**config.mk**
```make
export PLATFORM = sky130hd
export DESIGN_NAME = dmem_arbiter
export DESIGN_NICKNAME = d
export VERILOG_FILES = /design/src/rtl/dmem_arbiter.sv
export SDC_FILE = /design/constraint.sdc
export NUM_CORES = 1
export LEC_CHECK = 0
export CAP_MARGIN = 10
export CORE_UTILIZATION = 35
export CTS_BUF_LIST = sky130_fd_sc_hd__clkbuf_8
export DETAILED_ROUTE_END_ITERATION = 6
export PLACE_DENSITY = 0.7
export SYNTH_ARGS = -nofsm -noshare
export SYNTH_HDL_FRONTEND = slang
export SYNTH_SLANG_ARGS = --single-unit
```
**constraint.sdc**
```tcl
create_clock -name clk -period 2.2 [get_ports clk]
set_clock_uncertainty 0.15 [all_clocks]
set_input_delay 0.22 -clock clk [delete_from_list [all_inputs] [get_ports clk]]
set_output_delay 0.22 -clock clk [all_outputs]
set_load 0.1 [all_outputs]
```
**src/rtl/dmem_arbiter.sv**
```systemverilog
// dmem_arbiter: shares the 256-byte data RAM between the CPU MEM stage and a DMA port,
// CPU first, with starvation-forced DMA ownership windows.
module dmem_arbiter #(
  parameter int STARVE_LIMIT = 4,
  parameter int MAX_DMA_RUN  = 8,
  parameter int CNT_W        = 4
) (
  input  logic        clk,
  input  logic        reset,
  input  logic        cpu_MemRead,
  input  logic        cpu_MemWrite,
  input  logic [7:0]  cpu_addr,
  input  logic [7:0]  cpu_wdata,
  output logic [7:0]  cpu_rdata,
  output logic        cpu_stall,
  input  logic        dma_req,
  input  logic        dma_we,
  input  logic [7:0]  dma_addr,
  input  logic [7:0]  dma_wdata,
  output logic        dma_gnt,
  output logic [7:0]  dma_rdata,
  output logic        dma_rvalid,
  output logic [7:0]  ram_addr,
  output logic [7:0]  ram_wdata,
  output logic        ram_MemRead,
  output logic        ram_MemWrite,
  input  logic [7:0]  ram_rdata,
  output logic [15:0] conflict_cnt
);
  localparam logic [0:0] CPU_OWN = 1'b0;
  localparam logic [0:0] DMA_OWN = 1'b1;
  logic [0:0] state;
  logic [CNT_W-1:0] wait_cnt, run_cnt;
  logic cpu_act, dma_sel;
  always_comb begin
    cpu_act      = cpu_MemRead | cpu_MemWrite;
    dma_sel      = reset & dma_req & ((state == DMA_OWN) | ~cpu_act);
    dma_gnt      = dma_sel;
    cpu_stall    = dma_sel & cpu_act;
    cpu_rdata    = ram_rdata;
    ram_addr     = dma_sel ? dma_addr : cpu_addr;
    ram_wdata    = dma_sel ? dma_wdata : cpu_wdata;
    ram_MemWrite = reset & (dma_sel ? dma_we : cpu_MemWrite);
    // a simultaneous CPU read+write performs only the write
    ram_MemRead  = reset & (dma_sel ? ~dma_we : cpu_MemRead & ~cpu_MemWrite);
  end
  always_ff @(posedge clk) begin
    if (!reset) begin
      state        <= CPU_OWN;
      wait_cnt     <= '0;
      run_cnt      <= '0;
      dma_rvalid   <= 1'b0;
      dma_rdata    <= '0;
      conflict_cnt <= '0;
    end else begin
      dma_rvalid <= dma_sel & ~dma_we;
      if (dma_sel & ~dma_we) dma_rdata <= ram_rdata;
      if (cpu_act & dma_req & (conflict_cnt != 16'hFFFF)) conflict_cnt <= conflict_cnt + 16'd1;
      if (state == CPU_OWN) begin
        if (cpu_act & dma_req) begin
          if (wait_cnt == CNT_W'(STARVE_LIMIT - 1)) begin
            state    <= DMA_OWN;
            wait_cnt <= '0;
            run_cnt  <= '0;
          end else
            wait_cnt <= wait_cnt + 1'b1;
        end else
          wait_cnt <= '0;
      end else if (dma_req) begin
        if (run_cnt == CNT_W'(MAX_DMA_RUN - 1)) begin
          state   <= CPU_OWN;
          run_cnt <= '0;
        end else
          run_cnt <= run_cnt + 1'b1;
      end else begin
        state   <= CPU_OWN;
        run_cnt <= '0;
      end
    end
  end
endmodule

```
# Word level (Yosys, flattened, before mapping)
# Index checks and enable logic that the tools add are counted.
[totals]
inputBits = 46
register_bits = 34
[classes]
eq_ne = 3
n_addsub = 3
mux = 16
bitwise = 14
reduce_logical = 3
[op_table]
columns = ["operator", "n"]
rows = [
  ["$mux W4", 7],
  ["$add A16 B1 Y16 const B", 1],
  ["$mux W8", 2],
  ["$ne A16 B16 Y1 const B", 1],
  ["$and A1 B1 Y1", 9],
  ["$add A4 B1 Y4 const B", 2],
  ["$mux W1", 7],
  ["$eq A4 B2 Y1 const B", 1],
  ["$eq A4 B3 Y1 const B", 1],
  ["$reduce_bool A2 Y1", 2],
  ["$not A1 Y1", 3],
  ["$or A1 B1 Y1", 2],
  ["$reduce_and A2 Y1", 1],
]

# Logic depth before layout (Yosys ltp)
[logic_depth]
depth_word = 6
depth_mapped = 6
mapped_depth_nobuf = 5

# Least setup slack after synthesis
# OpenSTA, ideal clock, no wires.
[synth_path]
kind = "flip-flop to flip-flop"
startpoint = "reg conflict_cnt[5]"
endpoint = "reg conflict_cnt[11]"
arrival_time_ns = 2.480
period_less_slack_ns = 2.701
path_stages_with_launch = 6
path_buffers = 1
setup_ns = 0.071
setup_slack_ns = -0.501
required_time_ns = 1.979
path_cell_list = "dfxtp_1 nand3_1 or4_1 buf_2 or4_1 a21oi_1"
[synth_between]
elab_chain_cells = 2
word_cells_on_any_way = 3
[synth_rtl]
columns = ["item", "line", "rtl"]
rows = [
  ["start, declared", "28", "output logic [15:0] conflict_cnt"],
  ["start signal, assigned", "58", "if (cpu_act & dma_req & (conflict_cnt != 16'hFFFF)) conflict_cnt <= conflict_cnt + 16'd1;"],
  ["branches (longest 2 deep; another with $add A16 B1 Y16)", "-", ""],
]
# Parallel ways; which one is timed is not known.
# A chain may end at the register's enable or synchronous reset.

# Worst setup path after layout
[layout_path]
startpoint = "in reset"
endpoint = "out ram_addr[6]"
[layout_between]
elab_chain_cells = 3
[layout_rtl]
columns = ["item", "line", "rtl"]
rows = [
  ["start, declared", "9", "input logic reset,"],
  ["$and A1 B1 Y1 (2 in a row)", "37", "dma_sel = reset & dma_req & ((state == DMA_OWN) | ~cpu_act);"],
  ["$mux W8", "41", "ram_addr = dma_sel ? dma_addr : cpu_addr;"],
  ["end, declared", "23", "output logic [7:0] ram_addr,"],
]
# Every way passes these cells.

==> out/results.env <==
REG2REG_SLACK_NS=0.21
NNETSFINAL=375
SYN2LAYOUT_AREA_GROWTH_PCT=80.7
GLOBALROUTE.BUSIESTLAYER='met2'
IO_BUFFERS=98
FIRST_GLOBAL_VIAS=1794
CRITICAL_PATH.REG2REG.ENDPOINT='conflict_cnt[9]$_SDFFE_PN0P_'
CP_MAX_FO=8
DRT_PASS1_ITERATIONS=4
MIN_PERIOD_NS=2.04
CTS.ROOT.BUFFER_CELL='sky130_fd_sc_hd__clkbuf_8'
GRT_FIRST_PASS_WIRELENGTH_MM=8.43
BOUNDARYPINS=99
RUN_STATUS='finished clean'
GLOBAL_ROUTE.USAGE.MET2_PCT=30.5
CRITICAL_PATH.N_BUFFERS_INVERTERS=3
SOURCE_TO_SINK_CLOCK_DELAY_AT_THE_LATER_PIN_OF_THE_WORST_SKEW_PAIR_NS=0.28
SYNTH-XOR-AREA-SHARE_PCT=0.471
CLOCK-SINKS=34
POST_SYNTHESIS_CELL_COUNT=223
SYNTH.FF_LATCH_COUNT=34
CLOCK_TREE_FROM_TRITONCTS='built'
GRT_SETUP_UNREPAIRED='false'
VIASPERCELL=5.05
PLACEDINSTANCEAREA_UM2=3240
CTS_BUFFERS=5
MAXCLOCKFREQUENCY_MHz=491
P_LEAK_uW=0.00137
TOTAL_DIE_AREA_UM2=5610
ANT_CELLS=0
POWER.DENSITY_CELL_AREA_nW_PER_UM2=492
YS_WARN_COUNT=0
YS_ASYNC_SR_FRACTION_PCT=0
DESIGN.CORE.AREA_UM2=5110
MAXCAP_VIOL_COUNT=0
FINAL_DESIGN_AREA_NO_FILL_UM2=3360
SLEW_VIOLATIONS=0
TOTALPOWERFINAL_uW=1650
CRITPATHARRIVALTIME_NS=1.67
TIMING.CRITICAL_PATH.DEPTH=5
SYNTH_TOP_FAMILY_BY_AREA='simple AND/OR/NAND/NOR gates'
WORST_REG2REG_PATH_DEPTH=4
SYNTH_EDF_COUNT=0
HPWL_MM=4.41
CRITPATHMAXSTAGEDELAY_NS=0.52
ROUTE.VIAS.TOTAL=2006
SYNTHMUXAREASHARE_PCT=10.8
WORST_HOLD_PATH.NUM_CELLS=4
DRT-INITIAL-DRC-COUNT=66
SYNTH.DISTINCT_CELLS=44
HTREE_LEVELS=2
GRT_USAGE_PCT=19.8
DIEHEIGHT_UM=74.9
CLK_PATH_BUF_DEPTH=2
ROW_COUNT=26
CP_TOP_FAMILY='buffers and inverters'
GRT_OVERFLOW_TOTAL=0
POSTCTSHOLDBUFS=0
REGTOREGSTARTPOINT='conflict_cnt[5]$_SDFFE_PN0P_'
YOSYS.AREA_SHARE.ADDER_PCT=2.02
SYNTH_COMPOUND_AREA_SHARE_PCT=18.0
AVGROUTEDWIREPERCELL_UM=14.2
LAYOUT-DRIVE-GT1-SHARE_PCT=33.9
DRT-TOTAL-WL_MM=5.63
TIMING.FINAL.HOLD_VIOLATIONS=0
SYN_AREA_UM2=1860
INITIAL_UTILIZATION_PCT=36.4
CRITICAL_PATH.ENDPOINT_TYPE='primary output'
TOTALNEGATIVESETUPSLACK_NS=0
POSTSYNTH.TOPFLOPCELL='sky130_fd_sc_hd__dfxtp_1'
MIN_PERIOD_OVER_PERIOD_PCT=92.6
TIMING.CRITICAL_PATH.SLOWEST_STAGE_CELL='sky130_fd_sc_hd__clkdlybuf4s50_1'
CATEGORY_OF_THE_WORST_SETUP_PATH_LAUNCH_POINT='input port'
SYN_NETS=272
ANTENNA_FOUND_INITIAL=0
SYNTH_SIMPLE_GATE_AREA_SHARE_PCT=25.3
CP_DATA_REQUIRED_TIME_NS=1.83
CRIT_END='ram_addr[6]'
WORSTSETUPPATHTYPE='input port to primary output'
PLACE.GP.CONGESTION=0.763
CP-STARTPOINT='reset'
DRT_DRC_VIOLATIONS_LEFT=0
POSTROUTEANTENNANETS=0
MAXSLEWHEADROOM_PCT=68.5
SETUP-VIOLATIONS-FINAL=0
AVGSYNTHCELLAREA_UM2=8.34
WORSTPATHCELLLIST='clkdlybuf4s50_1 -> o211ai_1 -> bufbuf_16 -> mux2_4 -> buf_12'
DIE_X_UM=74.9
WORSTMARGINPINSLEW_NS=0.471
SEQ_AREA_FRAC_SYNTH_PCT=36.6
GRT_MAX_DEGREE=19
HP-CLASS='input port to register'
IRDROPWORSTVDD_mV=0.405
CLK_PIN_SLEW_NS=0.06
GRT.MET1_USAGE_PCT=27.0
MET3_USAGE_PCT=5.49
## worst min-delay path, delay by kind of cell
family	cells	cell delay (ns)
simple gates	1	0.08
buf+inv	2	0.31
compound gates	1	0.06
## power breakdown
| group | internal [uW] | switching [uW] |
|---|---|---|
| Combinational | 243 | 367 |
| Sequential | 615 | 6.69 |
| Clock | 211 | 211 |
## repair_timing
| action | in CTS | in global routing |
|---|---|---|
| hold endpoints to repair | 0 | 0 |
| gates cloned | 1 | 0 |
| gates resized for setup | 2 | 2 |
| pin swaps | 1 | 0 |
| buffers inserted | 1 | 0 |
| endpoints found under the setup margin | 9 | 16 |
## metal layers
| metal | routed length [um] | up-vias |
|---|---|---|
| li1 | - | 1025 |
| met1 | 2510 | 929 |
| met2 | 2810 | 46 |
| met3 | 254 | 6 |
| met4 | 63 | 0 |
| met5 | 0 | - |
## cell usage after synthesis (6+ instances only)
library cell | number | share of area (%)
sky130_fd_sc_hd__a21oi_1 | 19 | 5.1
sky130_fd_sc_hd__buf_4 | 9 | 3.6
sky130_fd_sc_hd__clkbuf_1 | 9 | 1.8
sky130_fd_sc_hd__dfxtp_1 | 34 | 37
sky130_fd_sc_hd__mux2_2 | 15 | 9.1
sky130_fd_sc_hd__nand2_1 | 27 | 5.5
sky130_fd_sc_hd__nand3_1 | 9 | 2.4
sky130_fd_sc_hd__nor2_1 | 12 | 2.4
sky130_fd_sc_hd__o21ai_0 | 14 | 3.8
sky130_fd_sc_hd__o31ai_1 | 6 | 2.4
sky130_fd_sc_hd__or4_1 | 6 | 2.4
## area by class of cell
class | instances | area [um2]
clock buffers | 5 | 68.8
well taps | 70 | 87.6
flip-flops and latches | 34 | 721
fillers | 412 | 1750
clock inverters | 3 | 11.3
multi-input cells | 165 | 1080
repair buffers | 116 | 1380
inverters | 4 | 15.0
## sequential cells by signal (all words and copies together), names as in the netlist
| register | flops |
|---|---|
| dma_rvalid | 1 |
| run_cnt | 4 |
| wait_cnt | 4 |
| dma_rdata | 8 |
| conflict_cnt | 16 |
| state | 1 |
## kinds of logic (layout without fill, tap and decap cells)
group,count (synthesis),count (layout)
compound gates,54,54
xor+xnor,1,1
fa+ha+maj,3,3
buf+inv,24,128
flops,34,34
mux,18,18
simple gates,89,89
## per-stage QoR
step / setup WS, ns / hold WS, ns / cells / util (%)
2_1_floorplan: -0.268 / 0.179 / 223 / -
3_3_place_gp: -0.104 / 0.294 / 387 / 63.4
3_5_place_dp: -0.153 / 0.306 / 387 / 63.4
4_1_cts: 0.0285 / 0.313 / 397 / 65.7
5_1_grt: 0.119 / 0.296 / 397 / 65.8
6_report: 0.163 / 0.290 / 397 / 65.8
## how the worst min path moves through the flow
stage / to / start
2_1_floorplan: dma_rdata[0]$_SDFFE_PN0P_ / ram_rdata[0]
3_3_place_gp: dma_rdata[3]$_SDFFE_PN0P_ / dma_rdata[3]$_SDFFE_PN0P_
6_report: run_cnt[2]$_SDFFE_PN0P_ / dma_req
4_1_cts: dma_rdata[3]$_SDFFE_PN0P_ / dma_rdata[3]$_SDFFE_PN0P_
5_1_grt: run_cnt[2]$_SDFFE_PN0P_ / dma_req
3_5_place_dp: dma_rdata[7]$_SDFFE_PN0P_ / dma_rdata[7]$_SDFFE_PN0P_
## placed cells by master, fill, tap and decap left out, types with 2 or more instances in the layout
master and instances:
sky130_fd_sc_hd__a21oi_1 19, sky130_fd_sc_hd__a32oi_1 2, sky130_fd_sc_hd__and3_1 3, sky130_fd_sc_hd__buf_12 29, sky130_fd_sc_hd__buf_4 40, sky130_fd_sc_hd__clkbuf_8 5, sky130_fd_sc_hd__clkdlybuf4s50_1 42, sky130_fd_sc_hd__dfxtp_1 18
sky130_fd_sc_hd__dfxtp_2 8, sky130_fd_sc_hd__dfxtp_4 8, sky130_fd_sc_hd__dlygate4sd2_1 2, sky130_fd_sc_hd__ha_1 3, sky130_fd_sc_hd__inv_1 7, sky130_fd_sc_hd__mux2_2 9, sky130_fd_sc_hd__mux2_4 7, sky130_fd_sc_hd__mux2i_1 2
sky130_fd_sc_hd__nand2_1 27, sky130_fd_sc_hd__nand2b_1 4, sky130_fd_sc_hd__nand3_1 9, sky130_fd_sc_hd__nand3b_1 2, sky130_fd_sc_hd__nand4_1 4, sky130_fd_sc_hd__nand4b_1 2, sky130_fd_sc_hd__nor2_1 11, sky130_fd_sc_hd__nor3_1 4
sky130_fd_sc_hd__nor4_1 4, sky130_fd_sc_hd__o211ai_1 2, sky130_fd_sc_hd__o21a_1 3, sky130_fd_sc_hd__o21ai_0 14, sky130_fd_sc_hd__o31ai_1 6, sky130_fd_sc_hd__or3_1 4, sky130_fd_sc_hd__or4_1 6
(Power assumes the default switching activity.)
